<file path="src/rtl/video_timing_pkg.sv">
// video_timing_pkg: shared raster constants for the video timing generator.
//   - Default 640x480@60 VGA timing (pixel clock 25.175 MHz nominal).
//   - Line/frame totals, counter width, game-area geometry.
//   - Bundle type for the {hsync, vsync, visible} signals and its idle value.
package video_timing_pkg;

  localparam int unsigned H_VISIBLE_DEF  = 640;
  localparam int unsigned H_FRONT_DEF    = 16;
  localparam int unsigned H_SYNC_DEF     = 96;
  localparam int unsigned H_BACK_DEF     = 48;
  localparam int unsigned V_VISIBLE_DEF  = 480;
  localparam int unsigned V_FRONT_DEF    = 10;
  localparam int unsigned V_SYNC_DEF     = 2;
  localparam int unsigned V_BACK_DEF     = 33;
  localparam int unsigned H_OFFSET_DEF   = 64;
  localparam int unsigned SYNC_DELAY_DEF = 2;

  localparam int unsigned H_TOTAL = H_VISIBLE_DEF + H_FRONT_DEF + H_SYNC_DEF + H_BACK_DEF;
  localparam int unsigned V_TOTAL = V_VISIBLE_DEF + V_FRONT_DEF + V_SYNC_DEF + V_BACK_DEF;

  // Game area is 256x240, shown 2x-doubled as a 512x480 window.
  localparam int unsigned GAME_W = 256;
  localparam int unsigned GAME_H = 240;
  localparam int unsigned WIN_W  = 2 * GAME_W;

  // Wide enough for both h (0..799) and v (0..524).
  localparam int unsigned CNT_W = 10;
  typedef logic [CNT_W-1:0] cnt_t;

  typedef struct packed {
    logic hsync_n;
    logic vsync_n;
    logic visible;
  } sync_t;

  // Idle state of the sync bundle: syncs deasserted (high), not visible.
  localparam sync_t SYNC_IDLE = '{hsync_n: 1'b1, vsync_n: 1'b1, visible: 1'b0};

  // Half-open interval test: lo <= val < hi.
  function automatic logic in_span(input cnt_t val, input cnt_t lo, input cnt_t hi);
    return (val >= lo) && (val < hi);
  endfunction

endpackage

</file>
<file path="src/rtl/video_timing_sync_delay.sv">
// sync_delay: parameterised N-stage shift register with a per-bit reset value.
//   i_clk    - clock
//   i_rst_n  - synchronous active-low reset; every stage loads ResetVal
//   i_d      - input word
//   o_q      - i_d delayed by Depth clocks (Depth = 0 is a wire)
module sync_delay #(
  parameter int unsigned Width    = 1,
  parameter int unsigned Depth    = 1,
  parameter logic [Width-1:0] ResetVal = '0
) (
  input  logic             i_clk,
  input  logic             i_rst_n,
  input  logic [Width-1:0] i_d,
  output logic [Width-1:0] o_q
);

  if (Depth == 0) begin : g_bypass
    assign o_q = i_d;

    logic w_unused_ctrl;
    assign w_unused_ctrl = i_clk ^ i_rst_n;
  end else begin : g_shift
    logic [Width-1:0] r_stage [Depth];

    always_ff @(posedge i_clk) begin
      if (!i_rst_n) begin
        for (int unsigned i = 0; i < Depth; i++) begin
          r_stage[i] <= ResetVal;
        end
      end else begin
        r_stage[0] <= i_d;
        for (int unsigned i = 1; i < Depth; i++) begin
          r_stage[i] <= r_stage[i-1];
        end
      end
    end

    assign o_q = r_stage[Depth-1];
  end

endmodule

</file>
<file path="src/rtl/video_timing.sv">
// video_timing: raster timing generator for the GPU.
//   Free-running h/v counters produce 640x480@60 timing; the 256x240 game area
//   is mapped 2x-doubled onto a 512x480 window starting at column H_OFFSET.
// Ports:
//   gpu_clk         - pixel clock
//   rst_n           - synchronous active-low reset
//   display_x_o     - game-area column 0..255 (0 outside the window)
//   display_y_o     - game-area row 0..239 (0 outside the visible lines)
//   game_area_o     - inside the 512x480 window, undelayed
//   visible_o       - inside the 640x480 active region, delayed SYNC_DELAY clocks
//   hsync_n_o       - active-low hsync, delayed SYNC_DELAY clocks
//   vsync_n_o       - active-low vsync, delayed SYNC_DELAY clocks
//   vblank_start_o  - one-clock pulse at h=0, v=V_VISIBLE
//   frame_o         - toggles together with vblank_start_o
module video_timing
  import video_timing_pkg::*;
#(
  parameter int unsigned H_VISIBLE  = H_VISIBLE_DEF,
  parameter int unsigned H_FRONT    = H_FRONT_DEF,
  parameter int unsigned H_SYNC     = H_SYNC_DEF,
  parameter int unsigned H_BACK     = H_BACK_DEF,
  parameter int unsigned V_VISIBLE  = V_VISIBLE_DEF,
  parameter int unsigned V_FRONT    = V_FRONT_DEF,
  parameter int unsigned V_SYNC     = V_SYNC_DEF,
  parameter int unsigned V_BACK     = V_BACK_DEF,
  parameter int unsigned H_OFFSET   = H_OFFSET_DEF,
  // Matches the downstream pixel pipeline depth; 0..7.
  parameter int unsigned SYNC_DELAY = SYNC_DELAY_DEF
) (
  input  logic       gpu_clk,
  input  logic       rst_n,
  output logic [7:0] display_x_o,
  output logic [7:0] display_y_o,
  output logic       game_area_o,
  output logic       visible_o,
  output logic       hsync_n_o,
  output logic       vsync_n_o,
  output logic       vblank_start_o,
  output logic       frame_o
);

  localparam int unsigned HTotal = H_VISIBLE + H_FRONT + H_SYNC + H_BACK;
  localparam int unsigned VTotal = V_VISIBLE + V_FRONT + V_SYNC + V_BACK;

  localparam cnt_t HLast    = cnt_t'(HTotal - 1);
  localparam cnt_t VLast    = cnt_t'(VTotal - 1);
  localparam cnt_t HVis     = cnt_t'(H_VISIBLE);
  localparam cnt_t VVis     = cnt_t'(V_VISIBLE);
  localparam cnt_t HSyncLo  = cnt_t'(H_VISIBLE + H_FRONT);
  localparam cnt_t HSyncHi  = cnt_t'(H_VISIBLE + H_FRONT + H_SYNC);
  localparam cnt_t VSyncLo  = cnt_t'(V_VISIBLE + V_FRONT);
  localparam cnt_t VSyncHi  = cnt_t'(V_VISIBLE + V_FRONT + V_SYNC);
  localparam cnt_t WinLo    = cnt_t'(H_OFFSET);
  localparam cnt_t WinHi    = cnt_t'(H_OFFSET + WIN_W);

  // ---------------------------------------------------------------------------
  // Raster counters
  // ---------------------------------------------------------------------------
  cnt_t r_h;
  cnt_t r_v;
  cnt_t w_h_next;
  cnt_t w_v_next;
  logic w_line_end;

  always_comb begin
    w_line_end = (r_h == HLast);
    w_h_next   = w_line_end ? '0 : r_h + cnt_t'(1);
    w_v_next   = r_v;
    if (w_line_end) begin
      // Line and frame wrap share the same edge.
      w_v_next = (r_v == VLast) ? '0 : r_v + cnt_t'(1);
    end
  end

  always_ff @(posedge gpu_clk) begin
    if (!rst_n) begin
      r_h <= '0;
      r_v <= '0;
    end else begin
      r_h <= w_h_next;
      r_v <= w_v_next;
    end
  end

  // ---------------------------------------------------------------------------
  // Vertical blank pulse and frame toggle
  // ---------------------------------------------------------------------------
  // Decoded from the next counter state so the pulse is registered yet lines up
  // exactly with h=0, v=V_VISIBLE.
  logic w_vblank_next;
  logic r_vblank_start;
  logic r_frame;

  assign w_vblank_next = (w_h_next == '0) && (w_v_next == VVis);

  always_ff @(posedge gpu_clk) begin
    if (!rst_n) begin
      r_vblank_start <= 1'b0;
      r_frame        <= 1'b0;
    end else begin
      r_vblank_start <= w_vblank_next;
      r_frame        <= r_frame ^ w_vblank_next;
    end
  end

  assign vblank_start_o = r_vblank_start;
  assign frame_o        = r_frame;

  // ---------------------------------------------------------------------------
  // Game-area mapping (zero latency from the counters)
  // ---------------------------------------------------------------------------
  logic w_v_vis;
  logic w_game_area;
  cnt_t w_x_off;

  assign w_v_vis     = (r_v < VVis);
  assign w_game_area = in_span(r_h, WinLo, WinHi) && w_v_vis;
  // 10-bit subtraction; bit 0 is the doubling phase, bit 9 only matters out of
  // window, where the result is forced to 0.
  assign w_x_off     = r_h - WinLo;

  assign game_area_o = w_game_area;
  assign display_x_o = w_game_area ? w_x_off[8:1] : 8'd0;
  assign display_y_o = w_v_vis ? r_v[8:1] : 8'd0;

  logic w_unused;
  assign w_unused = ^{w_x_off[9], w_x_off[0], r_v[9], r_v[0]};

  // ---------------------------------------------------------------------------
  // Sync / visible generation and pipeline alignment
  // ---------------------------------------------------------------------------
  sync_t w_sync_raw;
  sync_t w_sync_dly;

  always_comb begin
    w_sync_raw         = SYNC_IDLE;
    w_sync_raw.hsync_n = !in_span(r_h, HSyncLo, HSyncHi);
    w_sync_raw.vsync_n = !in_span(r_v, VSyncLo, VSyncHi);
    w_sync_raw.visible = (r_h < HVis) && w_v_vis;
  end

  sync_delay #(
    .Width    (3),
    .Depth    (SYNC_DELAY),
    .ResetVal (SYNC_IDLE)
  ) u_sync_delay (
    .i_clk   (gpu_clk),
    .i_rst_n (rst_n),
    .i_d     (w_sync_raw),
    .o_q     (w_sync_dly)
  );

  assign hsync_n_o = w_sync_dly.hsync_n;
  assign vsync_n_o = w_sync_dly.vsync_n;
  assign visible_o = w_sync_dly.visible;

endmodule

</file>
<file path="config.mk">
export PLATFORM = sky130hd
export DESIGN_NAME = video_timing
export DESIGN_NICKNAME = d
export VERILOG_FILES = /design/src/rtl/video_timing_pkg.sv /design/src/rtl/video_timing_sync_delay.sv /design/src/rtl/video_timing.sv
export SDC_FILE = /design/constraint.sdc
export NUM_CORES = 1
export LEC_CHECK = 0
export BUFFER_PORTS_ARGS = -buffer_cell sky130_fd_sc_hd__buf_2
export CAP_MARGIN = 20
export CORE_MARGIN = 10
export CORE_UTILIZATION = 55
export CTS_CLUSTER_DIAMETER = 60
export DETAILED_ROUTE_END_ITERATION = 8
export PLACE_DENSITY = 0.82
export SYNTH_ARGS = -nofsm -noshare
export SYNTH_HDL_FRONTEND = slang
export SYNTH_SLANG_ARGS = --single-unit
</file>
<file path="constraint.sdc">
create_clock -name gpu_clk -period 4.1 [get_ports gpu_clk]
set_clock_uncertainty 0.05 [all_clocks]
set_input_delay 0.41 -clock gpu_clk [delete_from_list [all_inputs] [get_ports gpu_clk]]
set_output_delay 0.41 -clock gpu_clk [all_outputs]
set_load 0.005 [all_outputs]
</file>
==> reports/results.txt, run 1 <==
PD cells -> 229 nW/um2
DR vias -> 1481
Clock root cell -> clkbuf_4
Antenna Nets Post-Route -> 0
Setup crit end kind -> output port
Wire per inst -> 14.6 um
Hold Vio Cnt, Final -> 0
Synth Area per Inst -> 8.66 um2
Post-CTS setup-driven buffer insertion count -> 0
YS warnings -> 0
Met3 wire length -> 234 um
Max FO, Critical Path -> 9
Period utilization -> 70.6%
Slew @ Worst Pin -> 0.667 ns
Max_cap viols -> 0
Area of the mapped netlist -> 1740 um2
Cts bufs inserted -> 3
Slew HR -> 55.6%
Worst path arrival time -> 2.44 ns
Seq/Total Area, Yosys -> 32.2%
Final setup fails -> 0
Row count -> 20
CORE AREA -> 3050 um2
Post-synth top area share -> 32.2%
Final cell count without fillers -> 260
Vias in the first global route -> 1340
Crit path required time -> 3.64 ns
Number of remaining DRC errors -> 0
Layout cell share with drive strength beyond 1 -> 16.2%
Synth area leader -> dfxtp_1
Initial antenna violation count -> 0
Wire length of the first global-routing pass -> 6380 um
Ports -> 24
Main flop type after synthesis -> dfxtp_1
Max Used Layer -> met4
Drt pass-1 iters -> 5
H-tree level count -> 1
Type of the worst setup path -> flop to output port
GRT Util Overall -> 12.7%
Worst-Skew Late Latency -> 0.32 ns
Top-count cell post-synth -> dfxtp_1
Fin crit period -> 2.90 ns
Post_cts resized -> 0
Final WL -> 3790 um
Dpl cells -> 257
Synth top area cells -> dfxtp_1, ha_1, and2_1
Nets -> 229
Synth cell types -> 50
Die Height -> 76.3 um
Syn Nets -> 212
Post-synth EDFFs -> 0
Total congestion overflow -> 0
Layout area overhead -> 6.76%
Mapped Cells -> 201
Yosys reg bits -> 28
Highest clock rate -> 0.345 GHz
Run status -> completed
Pin count of the biggest net entering global routing -> 15
DR iter-0 viols -> 95
Die area -> 5810 um2
Fin. max-slew vios -> 0
Worst setup SP type -> flop
Starting Density -> 57.0%
Maximum vdd drop -> 0.118 mV
Hold-fix buffers, CTS -> 0
CTS tree -> done
Wl on met1 -> 1800 um
Fill cell count -> 288
Clk sinks -> 28
Port buffer count -> 23
CTS max path bufs -> 2
ANT cells -> 0
Number of vias per cell -> 5.70
P_leak -> 0.708 nW
Post-synth top cells -> dfxtp_1, nor2_1, and2_1
Setup_tns -> 0 ns
Worst hold-check path type -> primary input to flop
Met2 wire length -> 1670 um
Die X -> 76.3 um
Clk pin slew, worst setup/hold paths -> 0.14 ns
Post-DP HPWL -> 2810 um
GP Congestion -> 0.921
RSZ-0062 raised after global routing -> no
FFs w/ async S/R, synth -> 0%
==> final cells by class <==
| cell class | instances | area [um2] | share of cell area (%) |
|---|---|---|---|
| inverter | 10 | 37.5 | 2.02 |
| timing repair buffer | 23 | 115 | 6.20 |
| multi-input combinational | 152 | 1070 | 57.4 |
| tap | 44 | 55.1 | 2.96 |
| sequential | 28 | 561 | 30.2 |
| clock buffer | 3 | 22.5 | 1.21 |
==> report_power, final <==
| part | switching, mW | internal, mW | leakage [nW] | total, mW |
|---|---|---|---|---|
| Combinational | 0.0176 | 0.0125 | 0.468 | 0.0301 |
| Sequential | 0.00673 | 0.277 | 0.227 | 0.283 |
| Clock | 0.0776 | 0.0345 | 0.0138 | 0.112 |
==> sequential cells by signal, indices dropped and copies added, names as in the netlist <==
register,count
r_h,10
r_v,10
u_sync_delay.g_shift.r_stage,6
frame_o,1
vblank_start_o,1
==> worst paths after layout <==
kind | startpoint | to | slack (ns) | depth (start not counted)
max | r_v[6] | display_x_o[7] | 1.20 | 6
min | rst_n | u_sync_delay.g_shift.r_stage[0][4] | 0.33 | 2
max reg2reg | r_h[6] | frame_o | 1.74 | 8
min reg2reg | u_sync_delay.g_shift.r_stage[0][1] | u_sync_delay.g_shift.r_stage[0][4] | 0.37 | 1
==> placed cells by master, fill, tap and decap left out, types with 2 or more instances in the layout <==
| cell | instances |
|---|---|
| nor3_1 | 3 |
| nand2b_1 | 4 |
| ha_1 | 9 |
| o21ai_0 | 5 |
| a21oi_1 | 6 |
| or3_1 | 2 |
| a31oi_1 | 4 |
| nand2_1 | 11 |
| nor4_4 | 2 |
| and4_1 | 2 |
| nand3_1 | 11 |
| xnor2_1 | 6 |
| mux2i_1 | 2 |
| clkbuf_4 | 3 |
| nor2_1 | 18 |
| nor2b_1 | 4 |
| nand4_1 | 7 |
| and3_1 | 4 |
| nor4_2 | 3 |
| nor4_1 | 4 |
| buf_2 | 23 |
| dfxtp_1 | 28 |
| xor2_1 | 6 |
| inv_1 | 9 |
| and2_1 | 17 |
==> metal layers <==
layer  vias to the layer above  track usage (%)
met5                         -                0
met4                         0             6.13
met3                        10             2.12
met2                        52             19.5
met1                       683             16.8
li1                        736                -
==> cells by family after synthesis <==
kind of cell | count (synthesis) | synth area share (%)
flip-flops | 28 | 32.2
XOR/XNOR | 12 | 6.04
buffers and inverters | 21 | 6.47
AO/OA/AOI/OAI | 26 | 9.71
AND/OR/NAND/NOR | 103 | 38.0
multiplexers | 2 | 1.15
adder cells (fa/ha/maj) | 9 | 6.47
==> stage by stage <==
stage / utilization, % / setup WS [ns] / power, mW / hold slack, ns / cell area (um2)
2_1_floorplan: - / 2.00 / 0.310 / 0.336 / 1740
3_3_place_gp: 60.1 / 1.74 / 0.318 / 0.338 / 1840
3_5_place_dp: 60.1 / 1.63 / 0.319 / 0.342 / 1840
4_1_cts: 60.9 / 1.24 / 0.431 / 0.330 / 1860
5_1_grt: 60.9 / 1.01 / 0.442 / 0.335 / 1860
6_report: 60.9 / 1.20 / 0.426 / 0.334 / 1860
==> critical path, stage by stage (launching register included) <==
cell      delay [ns]
dfxtp_1         0.39
and3_1          0.23
a21oi_1         0.56
o31ai_1         0.16
a21oi_1         0.44
a21boi_1        0.22
buf_2           0.13
(Power assumes the default switching activity.)
==> run 2: changes to the inputs <==
--- a/config.mk
+++ b/config.mk
@@ -8,10 +8,10 @@
 export BUFFER_PORTS_ARGS = -buffer_cell sky130_fd_sc_hd__buf_2
 export CAP_MARGIN = 20
 export CORE_MARGIN = 10
-export CORE_UTILIZATION = 55
+export CORE_UTILIZATION = 51
 export CTS_CLUSTER_DIAMETER = 60
 export DETAILED_ROUTE_END_ITERATION = 8
-export PLACE_DENSITY = 0.82
+export PLACE_DENSITY = 0.8
 export SYNTH_ARGS = -nofsm -noshare
 export SYNTH_HDL_FRONTEND = slang
 export SYNTH_SLANG_ARGS = --single-unit
==> constraint.sdc (replaced) <==
create_clock -name gpu_clk -period 2.6 [get_ports gpu_clk]
set_clock_uncertainty 0.05 [all_clocks]
set_input_delay 0.26 -clock gpu_clk [delete_from_list [all_inputs] [get_ports gpu_clk]]
set_output_delay 0.26 -clock gpu_clk [all_outputs]
set_load 0.005 [all_outputs]
==> run 2 against run 1 <==
Setup slack got worse by 0.98 ns. Via count fell by 0.14%. Non-clock buffer count rose by 2. Count of clock-buffer cells in the layout is the same. Die area up 5.8%. Sequential power increased by 58%. Design area up 1.1%. Combinational power is 55% higher. Sequential share of layout area fell by 0.34 points. Sequential cell count unchanged. First-iteration DRC count is 92% higher. Hold slack worse by 0.16 ns.
==> reports/results.txt, run 2 (synthesis gave the netlist of run 1 again) <==
Wire length of the first global-routing pass -> 6580 um
CTS tree -> done
Row count -> 21
Hold-fix buffers, CTS -> 0
P_leak -> 0.718 nW
Placed cell area -> 1850 um2
Worst path arrival time -> 2.58 ns
Slew HR -> 67.2%
H-tree level count -> 1
Number of vias per cell -> 5.60
DR iter-0 viols -> 182
Worst-Skew Late Latency -> 0.34 ns
Max_cap viols -> 0
Die area -> 6150 um2
Fin. max-slew vios -> 0
Net Switching -> 0.173 mW
Final setup fails -> 0
Drt pass-1 iters -> 4
Die Height -> 78.4 um
Crit path required time -> 2.80 ns
Setup_tns -> 0 ns
Layout area overhead -> 7.98%
Most frequent cells in the layout -> dfxtp_1, buf_2, nor2_1
PD cells -> 364 nW/um2
Type of the worst setup path -> flop to flop
Fin crit period -> 2.38 ns
CORE AREA -> 3310 um2
Cts bufs inserted -> 3
Maximum vdd drop -> 0.186 mV
DR vias -> 1479
GP Congestion -> 0.886
Worst hold-check path type -> primary input to flop
Clk sinks -> 28
Critical path endpoint -> frame_o
Worst setup SP type -> flop
Max FO, Critical Path -> 7
Top flop regs -> r_h (10), r_v (10), u_sync_delay.g_shift.r_stage (6)
Clk pin slew, worst setup/hold paths -> 0.16 ns
Antenna Nets Post-Route -> 0
Nets -> 231
CTS max path bufs -> 2
Pin count of the biggest net entering global routing -> 15
Setup crit end kind -> flop
Hold Vio Cnt, Final -> 0
Sequential Power Share -> 65.4%
ANT cells -> 0
Wire per inst -> 14.7 um
Starting Density -> 52.6%
Clock root cell -> clkbuf_4
Final instance area -> 1880 um2
Post-DP HPWL -> 2890 um
Vias in the first global route -> 1359
Sw frac -> 25.3%
GRT Util Overall -> 12.5%
Period utilization -> 91.5%
Layout cell share with drive strength beyond 1 -> 17.4%
Final WL -> 3880 um
Die X -> 78.4 um
Port buffer count -> 23
Origin of the critical flop-to-flop path -> r_h[6]
Launch point of the critical path -> r_h[6]
Combinational power share -> 6.8%
Crit Reg-Reg Endpoint -> frame_o
Ports -> 24
Post_cts resized -> 0
Number of remaining DRC errors -> 0
Post-CTS setup-driven buffer insertion count -> 0
Highest clock rate -> 0.421 GHz
Reg-to-reg setup timing slack -> 0.22 ns
Initial antenna violation count -> 0
Clock network fraction of total power -> 27.8%
RSZ-0062 raised after global routing -> no
Total congestion overflow -> 0
Internal power -> 0.511 mW
Reg2Reg Depth -> 8
Commonest non-fill, non-tap cell in the layout -> dfxtp_1
Run status -> completed
Slew @ Worst Pin -> 0.492 ns
==> run 2: stage by stage <==
stage | utilization [%] | power, mW | hold slack [ns] | instances | worst slack (ns)
6_report | 56.8 | 0.684 | 0.170 | 264 | 0.222
5_1_grt | 56.8 | 0.705 | 0.182 | 264 | 0.0404
4_1_cts | 56.7 | 0.685 | 0.166 | 264 | 0.130
3_5_place_dp | 56.0 | 0.503 | 0.348 | 261 | 0.291
3_3_place_gp | 56.0 | 0.502 | 0.339 | 261 | 0.377
2_1_floorplan | - | 0.490 | 0.336 | 201 | 0.505
==> run 2: area by class of cell <==
type	count	area, um2
clock buffers	3	22.5
flip-flops and latches	28	561
multi-input cells	152	1070
well taps	46	57.6
fillers	310	1430
inverters	10	37.5
repair buffers	25	130
==> run 2: worst min-delay path by stage <==
stage,from,end,slack (ns),depth (start not counted)
after floorplan,u_sync_delay.g_shift.r_stage[0][1],u_sync_delay.g_shift.r_stage[0][4],0.34,1
after global placement,u_sync_delay.g_shift.r_stage[0][2],u_sync_delay.g_shift.r_stage[0][5],0.34,1
after detailed placement,u_sync_delay.g_shift.r_stage[0][2],u_sync_delay.g_shift.r_stage[0][5],0.35,1
after CTS,rst_n,u_sync_delay.g_shift.r_stage[0][5],0.17,2
after global routing,rst_n,u_sync_delay.g_shift.r_stage[0][4],0.18,2
final,rst_n,u_sync_delay.g_shift.r_stage[0][5],0.17,2
==> run 2: critical path: stages (launching register included) <==
cell and delay [ns]:
dfxtp_1 0.40, inv_1 0.17, ha_1 0.24, and4b_1 0.29
nand2_2 0.13, a221o_1 0.42, nor4_4 0.26, a31oi_1 0.12
o21a_1 0.20
==> run 2: power by group through the flow <==
stage	Sequential, mW	Clock [mW]	Combinational (mW)
2_1_floorplan	0.450	0	0.0397
3_3_place_gp	0.456	0	0.0460
3_5_place_dp	0.456	0	0.0464
4_1_cts	0.447	0.191	0.0465
5_1_grt	0.449	0.201	0.0544
6_report	0.447	0.190	0.0467
==> run 2: routing by layer <==
layer  GRT usage (%)  share of wire, %
met5               0                 0
met4            4.66               1.7
met3            2.05               4.8
met2            18.8                45
met1            17.4                48
